File: config.mk
export PLATFORM = sky130hd
export DESIGN_NAME = axis_throttle_packer
export DESIGN_NICKNAME = d
export VERILOG_FILES = /design/src/rtl/axis_throttle_packer.sv
export SDC_FILE = /design/constraint.sdc
export NUM_CORES = 1
export LEC_CHECK = 0
export CAP_MARGIN = 20
export CORE_MARGIN = 2
export CORE_UTILIZATION = 35
export CTS_BUF_LIST = sky130_fd_sc_hd__clkbuf_4
export DETAILED_ROUTE_END_ITERATION = 6
export GPL_TIMING_DRIVEN = 0
export PLACE_DENSITY = 0.55
export SLEW_MARGIN = 20
export SYNTH_ARGS = -nofsm -noshare
export SYNTH_HDL_FRONTEND = slang
export SYNTH_SLANG_ARGS = --single-unit
File: constraint.sdc
create_clock -name aclk -period 5.81 [get_ports aclk]
set_clock_uncertainty 0.1 [all_clocks]
set_input_delay 1.743 -clock aclk [delete_from_list [all_inputs] [get_ports aclk]]
set_output_delay 1.743 -clock aclk [all_outputs]
set_load 0.01 [all_outputs]
File: src/rtl/axis_throttle_packer.sv
// Decimates a 16-bit ADC sample stream by 2^n and packs kept samples in pairs into 32-bit words behind a small FIFO.
// Optional build macro AXIS_THROTTLE_PACKER_AVERAGE_EN replaces pure decimation with block averaging.
module axis_throttle_packer #(
  parameter int FIFO_DEPTH = 4
) (
  input  logic        aclk,
  input  logic        aresetn,
  input  logic        enable,
  input  logic [4:0]  log_throttle,
  input  logic        s_axis_tvalid,
  output logic        s_axis_tready,
  input  logic [15:0] s_axis_tdata,
  output logic        m_axis_tvalid,
  input  logic        m_axis_tready,
  output logic [31:0] m_axis_tdata,
  output logic        overflow
);

  localparam int PTR_W = (FIFO_DEPTH > 1) ? $clog2(FIFO_DEPTH) : 1;
  localparam int CNT_W = $clog2(FIFO_DEPTH + 1);

  typedef enum logic {
    LOW_EMPTY,
    LOW_HELD
  } phase_t;

  logic             enable_d_reg;
  logic             run_reg;
  logic [4:0]       n_reg;
  logic [15:0]      cnt_reg;
  phase_t           phase_reg;
  phase_t           phase_next;
  logic [15:0]      low_reg;
  logic [31:0]      mem [FIFO_DEPTH];
  logic [PTR_W-1:0] wr_ptr_reg;
  logic [PTR_W-1:0] rd_ptr_reg;
  logic [CNT_W-1:0] count_reg;
  logic [CNT_W-1:0] count_next;
  logic             overflow_reg;

  logic        rise;
  logic        fall;
  logic [4:0]  n_clamped;
  logic [4:0]  n_eff;
  logic [15:0] keep_mask;
  logic        accept;
  logic        kept;
  logic [15:0] kept_sample;
  logic        push;
  logic [31:0] push_word;
  logic        full;
  logic        pop;
  logic        push_ok;
  logic        drop;

  assign s_axis_tready = 1'b1;

  assign rise      = enable & ~enable_d_reg;
  assign fall      = ~enable & enable_d_reg;
  assign n_clamped = (log_throttle > 5'd16) ? 5'd16 : log_throttle;
  // The rising-edge cycle already accepts a sample, so it must use the freshly latched exponent.
  assign n_eff     = rise ? n_clamped : n_reg;
  assign keep_mask = ~(16'hFFFF << n_eff);
  assign accept    = s_axis_tvalid & enable & (run_reg | rise);
  assign kept      = accept & (cnt_reg == keep_mask);

`ifdef AXIS_THROTTLE_PACKER_AVERAGE_EN
  logic signed [31:0] acc_reg;
  logic signed [31:0] sum;

  assign sum         = acc_reg + $signed({{16{s_axis_tdata[15]}}, s_axis_tdata});
  assign kept_sample = 16'(sum >>> n_eff);

  always_ff @(posedge aclk or negedge aresetn) begin
    if (!aresetn) begin
      acc_reg <= '0;
    end else if (fall) begin
      acc_reg <= '0;
    end else if (accept) begin
      acc_reg <= kept ? '0 : sum;
    end
  end
`else
  assign kept_sample = s_axis_tdata;
`endif

  always_comb begin
    phase_next = phase_reg;
    push       = 1'b0;
    push_word  = {kept_sample, low_reg};
    if (fall) begin
      phase_next = LOW_EMPTY;
    end else if (kept) begin
      case (phase_reg)
        LOW_EMPTY: phase_next = LOW_HELD;
        LOW_HELD: begin
          phase_next = LOW_EMPTY;
          push       = 1'b1;
        end
        default: phase_next = LOW_EMPTY;
      endcase
    end
  end

  assign full    = (count_reg == CNT_W'(FIFO_DEPTH));
  assign pop     = (count_reg != '0) & m_axis_tready;
  // A full FIFO still takes the word when the head leaves on the same edge.
  assign push_ok = push & (~full | pop);
  assign drop    = push & full & ~pop;

  always_comb begin
    count_next = count_reg;
    if (push_ok && !pop) begin
      count_next = count_reg + CNT_W'(1);
    end else if (!push_ok && pop) begin
      count_next = count_reg - CNT_W'(1);
    end
  end

  always_ff @(posedge aclk) begin
    if (push_ok) begin
      mem[wr_ptr_reg] <= push_word;
    end
  end

  always_ff @(posedge aclk or negedge aresetn) begin
    if (!aresetn) begin
      // Starting as "enable seen high" forces a genuine 0->1 edge before capture resumes.
      enable_d_reg <= 1'b1;
      run_reg      <= 1'b0;
      n_reg        <= '0;
      cnt_reg      <= '0;
      phase_reg    <= LOW_EMPTY;
      low_reg      <= '0;
      wr_ptr_reg   <= '0;
      rd_ptr_reg   <= '0;
      count_reg    <= '0;
      overflow_reg <= 1'b0;
    end else begin
      enable_d_reg <= enable;
      if (rise) begin
        run_reg <= 1'b1;
        n_reg   <= n_clamped;
      end else if (!enable) begin
        run_reg <= 1'b0;
      end
      if (fall) begin
        cnt_reg <= '0;
      end else if (accept) begin
        cnt_reg <= kept ? '0 : cnt_reg + 16'd1;
      end
      phase_reg <= phase_next;
      if (kept && phase_reg == LOW_EMPTY) begin
        low_reg <= kept_sample;
      end
      if (push_ok) begin
        wr_ptr_reg <= wr_ptr_reg + PTR_W'(1);
      end
      if (pop) begin
        rd_ptr_reg <= rd_ptr_reg + PTR_W'(1);
      end
      count_reg <= count_next;
      if (rise) begin
        overflow_reg <= 1'b0;
      end else if (drop) begin
        overflow_reg <= 1'b1;
      end
    end
  end

  assign m_axis_tvalid = (count_reg != '0);
  assign m_axis_tdata  = (count_reg != '0) ? mem[rd_ptr_reg] : 32'd0;
  assign overflow      = overflow_reg;

endmodule
==> results of run 1 <==
-- metal layers --
metal | track usage (%) | vias to the layer above
met2 | 24.84 | 68
met5 | 0 | -
li1 | - | 1921
met3 | 3.234 | 14
met1 | 18.19 | 2171
met4 | 3.972 | 0
-- worst max path at each step --
stage | from | endpoint | slack (ns) | cells after the start
finish | enable | count_reg[2] | 0.31 | 17
global route | enable | count_reg[2] | 0.13 | 17
CTS | enable | count_reg[2] | 0.36 | 17
detailed placement | enable | count_reg[2] | -0.25 | 17
global placement | enable | mem[0][11] | -1.99 | 11
floorplan | enable | mem[0][0] | 0.30 | 10
-- power by group through the flow --
stage | sequential [mW] | combinational [mW] | clock (mW)
floorplan | 1.41 | 0.465 | 0
global route | 1.40 | 0.845 | 0.812
finish | 1.39 | 0.768 | 0.733
CTS | 1.39 | 0.793 | 0.760
global placement | 1.42 | 0.785 | 0
detailed placement | 1.42 | 0.792 | 0
-- layout by cell type, fill, tap and decap left out, types with 6 or more instances in the layout --
cell type	count
edfxtp_1	128
clkdlybuf4s50_1	58
dfrtp_1	47
and2_1	35
mux4_2	32
nor2_1	19
nand2_1	18
clkbuf_4	17
inv_1	14
nand3_1	12
xor2_1	12
clkbuf_1	12
mux2_2	10
xnor2_1	10
mux2_4	10
inv_8	8
and3_1	7
ha_1	6
-- cell families (layout without fill, tap and decap cells) --
family	after synthesis	after routing	share of synthesized area, %
other	1	2	0.04926
multiplexers	58	58	13.81
AO/OA/AOI/OAI	38	38	4.685
flip-flops	176	176	66.29
buffers and inverters	34	129	2.202
XOR/XNOR	22	22	2.531
adder cells (fa/ha/maj)	7	7	1.249
AND/OR/NAND/NOR	124	124	9.188
-- critical path: stages --
cell and delay [ns]:
clkdlybuf4s50_1 0.60, nand2b_1 0.10, buf_6 0.14, buf_8 0.14
mux2i_2 0.40, mux2i_1 0.28, o2111ai_1 0.19, a2111oi_4 0.49
and3_1 0.31, nand3_2 0.28, inv_1 0.14, ha_1 0.19
inv_1 0.06, fa_1 0.38, xor2_1 0.15, nor2_1 0.11
xor2_1 0.17
-- metrics by stage --
stage	util (%)	worst slack, ns	area [µm²]	power (mW)
final	42.51	0.3083	8992	2.892
after global routing	42.51	0.1321	8992	3.054
after CTS	42.50	0.3588	8990	2.943
after detailed placement	40.98	-0.2495	8670	2.209
after global placement	40.40	-1.991	8547	2.200
after floorplan	-	0.2991	7612	1.877
-- cell type report --
cell class | instances | area, µm²
Buffer | 20 | 115.1
Clock inverter | 15 | 192.7
Clock buffer | 17 | 127.6
Timing Repair Buffer | 63 | 683.2
Sequential cell | 176 | 5046
Multi-Input combinational cell | 250 | 2429
Inverter | 14 | 52.55
Tap cell | 275 | 344.1
Fill cell | 1908 | 12160
Antenna cell | 1 | 2.502
==> reports/summary.log, run 1 <==
qor: outcome.outcome finished, final reports clean
qor: critical_path.crit_fanout 10
qor: grt.grt_max_degree 49
qor: power.power.ir.vdd_worst 0.1183 mV
qor: clocking.path_clk_slew 0.15 ns
qor: detailed_routing.route.detailed.drc 0
qor: detailed_routing.wl_met2 7.925 mm
qor: detailed_routing.detail_route.wirelength.met1 6.571 mm
qor: clocking.cts_hold_buffers 0
qor: critical_path.crit_path_end_kind flop
qor: sta.final_min_period_over_clock_period 94.69%
qor: placement.placed_cells_incl_taps 798
qor: logic_synthesis.netlist_instances 460
qor: sta.period_minus_slack 5.502 ns
qor: logic_synthesis.synth_edf_count 128
qor: critical_path.critical_path_required 6.20 ns
qor: clocking.cts-root-to-sink-buffers 2
qor: grt.grt_antenna_before_repair 1
qor: detailed_routing.drt-initial-drc-count 258
qor: power.p_per_area 321.6 mW/mm²
qor: critical_path.crit-reg2reg-capture count_reg[2]
qor: floorplanning.width_of_the_chip 151.5 µm
qor: detailed_routing.drt_wl_total 15.22 mm
qor: critical_path.start_kind input port
qor: sta.timing_max_transition_violations_final 0
qor: job.max_cap_violations 0
qor: critical_path.ff2ff_setup_slack 1.45 ns
qor: sta.timing.setup.tns 0 ns
qor: floorplanning.io_pins 61
qor: grt.tot_gr_track_use 14.35%
qor: sta.setup_repair_after_global_routing_missed_its_margin false
qor: clocking.clock_tree_from_tritoncts yes
qor: logic_synthesis.synth.net_count 493
qor: clocking.cts_buffers 17
qor: critical_path.timing.rr.start enable_d_reg
qor: placement.hpwlAfterDp 10.19 mm
qor: min_path.whs_endpoint overflow
qor: min_path.min_path_cells 1
qor: clocking.post_cts_resize_count 0
qor: detailed_routing.drt-vias-per-instance 5.023
qor: logic_synthesis.synthDistinctLibCells 62
qor: detailed_routing.ant_nets 0
qor: placement.number_of_buffer_cells_added_on_primary_ports 59
qor: floorplanning.initial_utilization 35.99%
qor: logic_synthesis.async_reset_ff_share 27.27%
qor: grt.grt_overflow 0
qor: detailed_routing.drt-wirelength-per-cell 18.31 µm
qor: power.p_leak 3.329 nW
qor: final_layout.synthToLayoutAreaGrowth 18.13%
qor: sta.setup_viol 0
qor: logic_synthesis.syn_area_per_cell 16.55 µm²
qor: min_path.worst_hold_class flop to flop
qor: clocking.skew_pair_late_insertion_delay 0.56 ns
qor: final_layout.share_of_post_route_cells_with_drive_strength_above_1 20.90%
qor: logic_synthesis.commonest_cells_in_the_netlist edfxtp_1 (128), dfrtp_1 (47), and2_1 (35), mux4_2 (32), nor2_1 (23)
qor: final_layout.largest_register_ffs 128
qor: floorplanning.die-height 151.5 µm
qor: final_layout.fin_cells 831
qor: logic_synthesis.synth_top_cells_by_area edfxtp_1 (50%), dfrtp_1 (15%), mux4_2 (9.5%)
qor: logic_synthesis.yosys_warnings 0
qor: critical_path.cp.arrival 5.89 ns
qor: final_layout.nets 575
qor: sta.final_hold_viol_count 0
qor: critical_path.timing_worst_setup_path_type input port to flop
qor: detailed_routing.vias 4174
qor: placement.routabilityCongestion 0.8444
qor: detailed_routing.met3WireLength 536 µm
qor: power.netSwitchingFraction 30.56%
qor: power.netSwitchingPower 0.8840 mW
qor: grt.grt_first_pass_wirelength 24.24 mm
qor: min_path.worst_hold_start overflow
qor: detailed_routing.drt-pass1-iter-count 4
qor: logic_synthesis.synthMostInstantiatedCell edfxtp_1
qor: logic_synthesis.synth_seq_cells 176
qor: floorplanning.dieArea 0.02294 mm²
qor: grt.first_global_vias 4363
qor: detailed_routing.highest_layer met4
qor: clocking.post_cts.repair.setup_buffers 0
qor: floorplanning.num_rows 53
qor: power.p_comb_share 26.6%
qor: clocking.root_cell_of_the_clock_tree clkbuf_4
qor: sta.max-slew-margin-rel 33.93%
qor: sta.timing_worst_slew_pin_value 0.9910 ns
qor: logic_synthesis.register_area_share_after_synthesis 66.29%
qor: clocking.level_count_of_the_clock_h_tree 4
qor: critical_path.worstRegToRegCells 16
qor: logic_synthesis.postSynth.topFlopCell edfxtp_1
qor: floorplanning.core_region 0.02115 mm²
qor: logic_synthesis.synthDominantCellAreaShare 50.49%
qor: power.share_seq_of_total_power 48.1%
qor: logic_synthesis.synth_largest_area_cell edfxtp_1
qor: power.cellInternalPower 2.008 mW
qor: logic_synthesis.synth_area 0.007612 mm²
qor: power.p_clk_share 25.4%
qor: sta.fin_worst_hold_slack 0.4172 ns
qor: clocking.clkSinkCount 176
qor: sta.max_freq 181.8 MHz
Note: power is estimated with default switching activity, not from simulation.
==> inputs of run 2 (changes only) <==
MAX_ROUTING_LAYER = met4   (was unset)
==> run 2 against run 1 <==
Sequential share of layout area is 0.28 points higher; setup slack improved by 0.039 ns; clock power decreased by 13%.
==> reports/summary.log, run 2 (synthesized netlist as in run 1, its figures left out) <==
qor: sta.max-slew-margin-rel 32.72% [was 33.93%]
qor: power.p_leak 3.307 nW [was 3.329 nW]
qor: placement.number_of_buffer_cells_added_on_primary_ports 59 [unchanged]
qor: final_layout.final_cell_mix edfxtp_1 (128), clkdlybuf4s50_1 (58), dfrtp_1 (47) [unchanged]
qor: clocking.clock_tree_from_tritoncts yes [unchanged]
qor: power.power.ir.vdd_worst 0.1132 mV [was 0.1183 mV]
qor: sta.setup_repair_after_global_routing_missed_its_margin false [unchanged]
qor: sta.period_minus_slack 5.463 ns [was 5.502 ns]
qor: grt.grt_overflow 0 [unchanged]
qor: critical_path.cp.arrival 5.83 ns [was 5.89 ns]
qor: critical_path.crit_fanout 10 [unchanged]
qor: critical_path.crit_path_end_kind flop [unchanged]
qor: clocking.root_cell_of_the_clock_tree clkbuf_4 [unchanged]
qor: clocking.cts_buffers 17 [unchanged]
qor: sta.fin_worst_hold_slack 0.4085 ns [was 0.4172 ns]
qor: detailed_routing.drt_wl_total 15.25 mm [was 15.22 mm]
qor: floorplanning.io_pins 61 [unchanged]
qor: placement.routabilityCongestion 0.8216 [was 0.8444]
qor: grt.first_global_vias 4258 [was 4363]
qor: clocking.post_cts_resize_count 0 [unchanged]
qor: floorplanning.width_of_the_chip 151.5 µm [unchanged]
qor: detailed_routing.drt-wirelength-per-cell 18.35 µm [was 18.31 µm]
qor: power.p_per_area 313.5 mW/mm² [was 321.6 mW/mm²]
qor: detailed_routing.ant_nets 0 [unchanged]
qor: critical_path.cp_cell_sequence clkdlybuf4s50_1 -> nand2b_1 -> buf_6 -> buf_8 -> mux2i_2 -> mux2i_1 -> o2111ai_1 -> a2111oi_4 -> and3_1 -> nand3_2 -> inv_1 -> ha_1 -> inv_1 -> fa_1 -> xor2_1 -> nor2_1 -> xor2_1 [unchanged]
qor: critical_path.timing_worst_setup_path_type input port to flop [unchanged]
qor: placement.hpwlAfterDp 10.29 mm [was 10.19 mm]
qor: clocking.post_cts.repair.setup_buffers 0 [unchanged]
qor: power.total_power 2.805 mW [was 2.892 mW]
qor: critical_path.start_kind input port [unchanged]
qor: sta.timing_worst_slew_pin_value 1.009 ns [was 0.9910 ns]
qor: clocking.cts_hold_buffers 0 [unchanged]
qor: clocking.level_count_of_the_clock_h_tree 4 [unchanged]
qor: floorplanning.die-height 151.5 µm [unchanged]
qor: sta.final_min_period_over_clock_period 94.03% [was 94.69%]
qor: detailed_routing.route.detailed.drc 0 [unchanged]
qor: detailed_routing.vias 4182 [was 4174]
qor: critical_path.timing.critical_path.slowest_stage_cell clkdlybuf4s50_1 [unchanged]
qor: detailed_routing.drt-initial-drc-count 237 [was 258]
qor: grt.grt_antenna_before_repair 0 [was 1]
qor: sta.final_hold_viol_count 0 [unchanged]
qor: sta.final_critical_path_setup_slack 0.3471 ns [was 0.3083 ns]
qor: final_layout.largest_register_ffs 128 [unchanged]
qor: grt.grt_first_pass_wirelength 23.72 mm [was 24.24 mm]
qor: placement.dpl_worst_slack -0.2348 ns [was -0.2495 ns]
qor: floorplanning.initial_utilization 35.99% [unchanged]
qor: final_layout.nets 576 [was 575]
qor: placement.placed_cells_incl_taps 799 [was 798]
qor: clocking.path_clk_slew 0.15 ns [about the same]
qor: final_layout.insertedDiodeCount 0 [was 1]
qor: final_layout.postLayoutCoreUtil 42.30% [was 42.51%]
qor: critical_path.crit-reg2reg-capture count_reg[2] [unchanged]
qor: sta.setup_viol 0 [unchanged]
qor: final_layout.mostFrequentLayoutCell edfxtp_1 [unchanged]
qor: critical_path.ff2ff_setup_slack 1.49 ns [was 1.45 ns]
qor: detailed_routing.drt-vias-per-instance 5.032 [was 5.023]
qor: outcome.outcome finished, final reports clean [unchanged]
qor: critical_path.worstRegToRegCells 16 [unchanged]
qor: sta.timing_max_transition_violations_final 0 [unchanged]
qor: job.max_cap_violations 0 [unchanged]
qor: clocking.skew_pair_late_insertion_delay 0.55 ns [was 0.56 ns]
qor: final_layout.fin_cells 831 [unchanged]
qor: floorplanning.core_region 0.02115 mm² [unchanged]
qor: floorplanning.dieArea 0.02294 mm² [unchanged]
qor: sta.max_freq 183.1 MHz [was 181.8 MHz]
qor: grt.grt_max_degree 49 [unchanged]
qor: final_layout.n_fill_cell 1909 [was 1908]
qor: clocking.cts-root-to-sink-buffers 2 [unchanged]
qor: final_layout.synthToLayoutAreaGrowth 17.54% [was 18.13%]
qor: grt.tot_gr_track_use 14.52% [was 14.35%]
qor: final_layout.share_of_post_route_cells_with_drive_strength_above_1 20.86% [was 20.90%]
qor: floorplanning.num_rows 53 [unchanged]
qor: min_path.worst_hold_start overflow [unchanged]
qor: critical_path.critical_path_required 6.18 ns [was 6.20 ns]
qor: min_path.min_path_cells 1 [unchanged]
qor: critical_path.timing.rr.start enable_d_reg [unchanged]
qor: min_path.whs_endpoint overflow [unchanged]
qor: detailed_routing.drt-pass1-iter-count 4 [unchanged]
qor: clocking.clkSinkCount 176 [unchanged]
qor: min_path.worst_hold_class flop to flop [unchanged]
qor: critical_path.crit_path_max_incr_delay 0.60 ns [about the same]
[run 2: critical path: cells and delay by family]
| kind | cells | cell delay, ns |
|---|---|---|
| xor+xnor | 2 | 0.32 |
| fa+ha+maj | 2 | 0.55 |
| buf+inv | 5 | 1.07 |
| mux | 2 | 0.70 |
| simple gates | 4 | 0.79 |
| compound gates | 2 | 0.63 |
[run 2: worst max-delay path by stage]
stage / end / slack, ns / startpoint
2_1_floorplan: mem[0][0] / 0.30 / enable
3_3_place_gp: mem[1][11] / -2.01 / enable
3_5_place_dp: count_reg[2] / -0.23 / enable
4_1_cts: count_reg[2] / 0.35 / enable
5_1_grt: count_reg[2] / 0.09 / enable
6_report: count_reg[2] / 0.35 / enable
[run 2: through the flow]
stage / cell area [µm²] / TNS, ns
after global placement: 8547 / -253.30
after detailed placement: 8690 / -5.168
after floorplan: 7612 / 0
after global routing: 8947 / 0
after CTS: 8947 / 0
final: 8947 / 0
[run 2: layout make-up]
class	count	area, µm²	area share, %
flip-flops and latches	176	5046	56.40
multi-input cells	250	2429	27.14
repair buffers	64	703.2	7.859
well taps	275	344.1	3.846
clock buffers	18	135.1	1.510
clock inverters	14	122.6	1.370
plain buffers	20	115.1	1.287
inverters	14	52.55	0.5873
[run 2: per-layer routing]
metal  global-route usage (%)  vias to the layer above  routed length [µm]
met5                        -                        -                   0
met4                    3.692                        0                 141
met3                    3.443                       14                 516
met2                    24.98                       68                8117
met1                    17.29                     2173                6476
li1                         -                     1927                   -
[run 2: where the power goes]
group          switching, mW  total, mW  internal (mW)
clock network          0.447      0.637          0.190
logic                  0.381      0.777          0.396
registers             0.0241       1.39           1.37
total                  0.852       2.80           1.95
==> inputs of run 3 (changes only) <==
CTS_CLUSTER_SIZE = 24   (was unset)
==> results of run 3 <==
Final layout, timing and power as in run 2 (identical DEF).
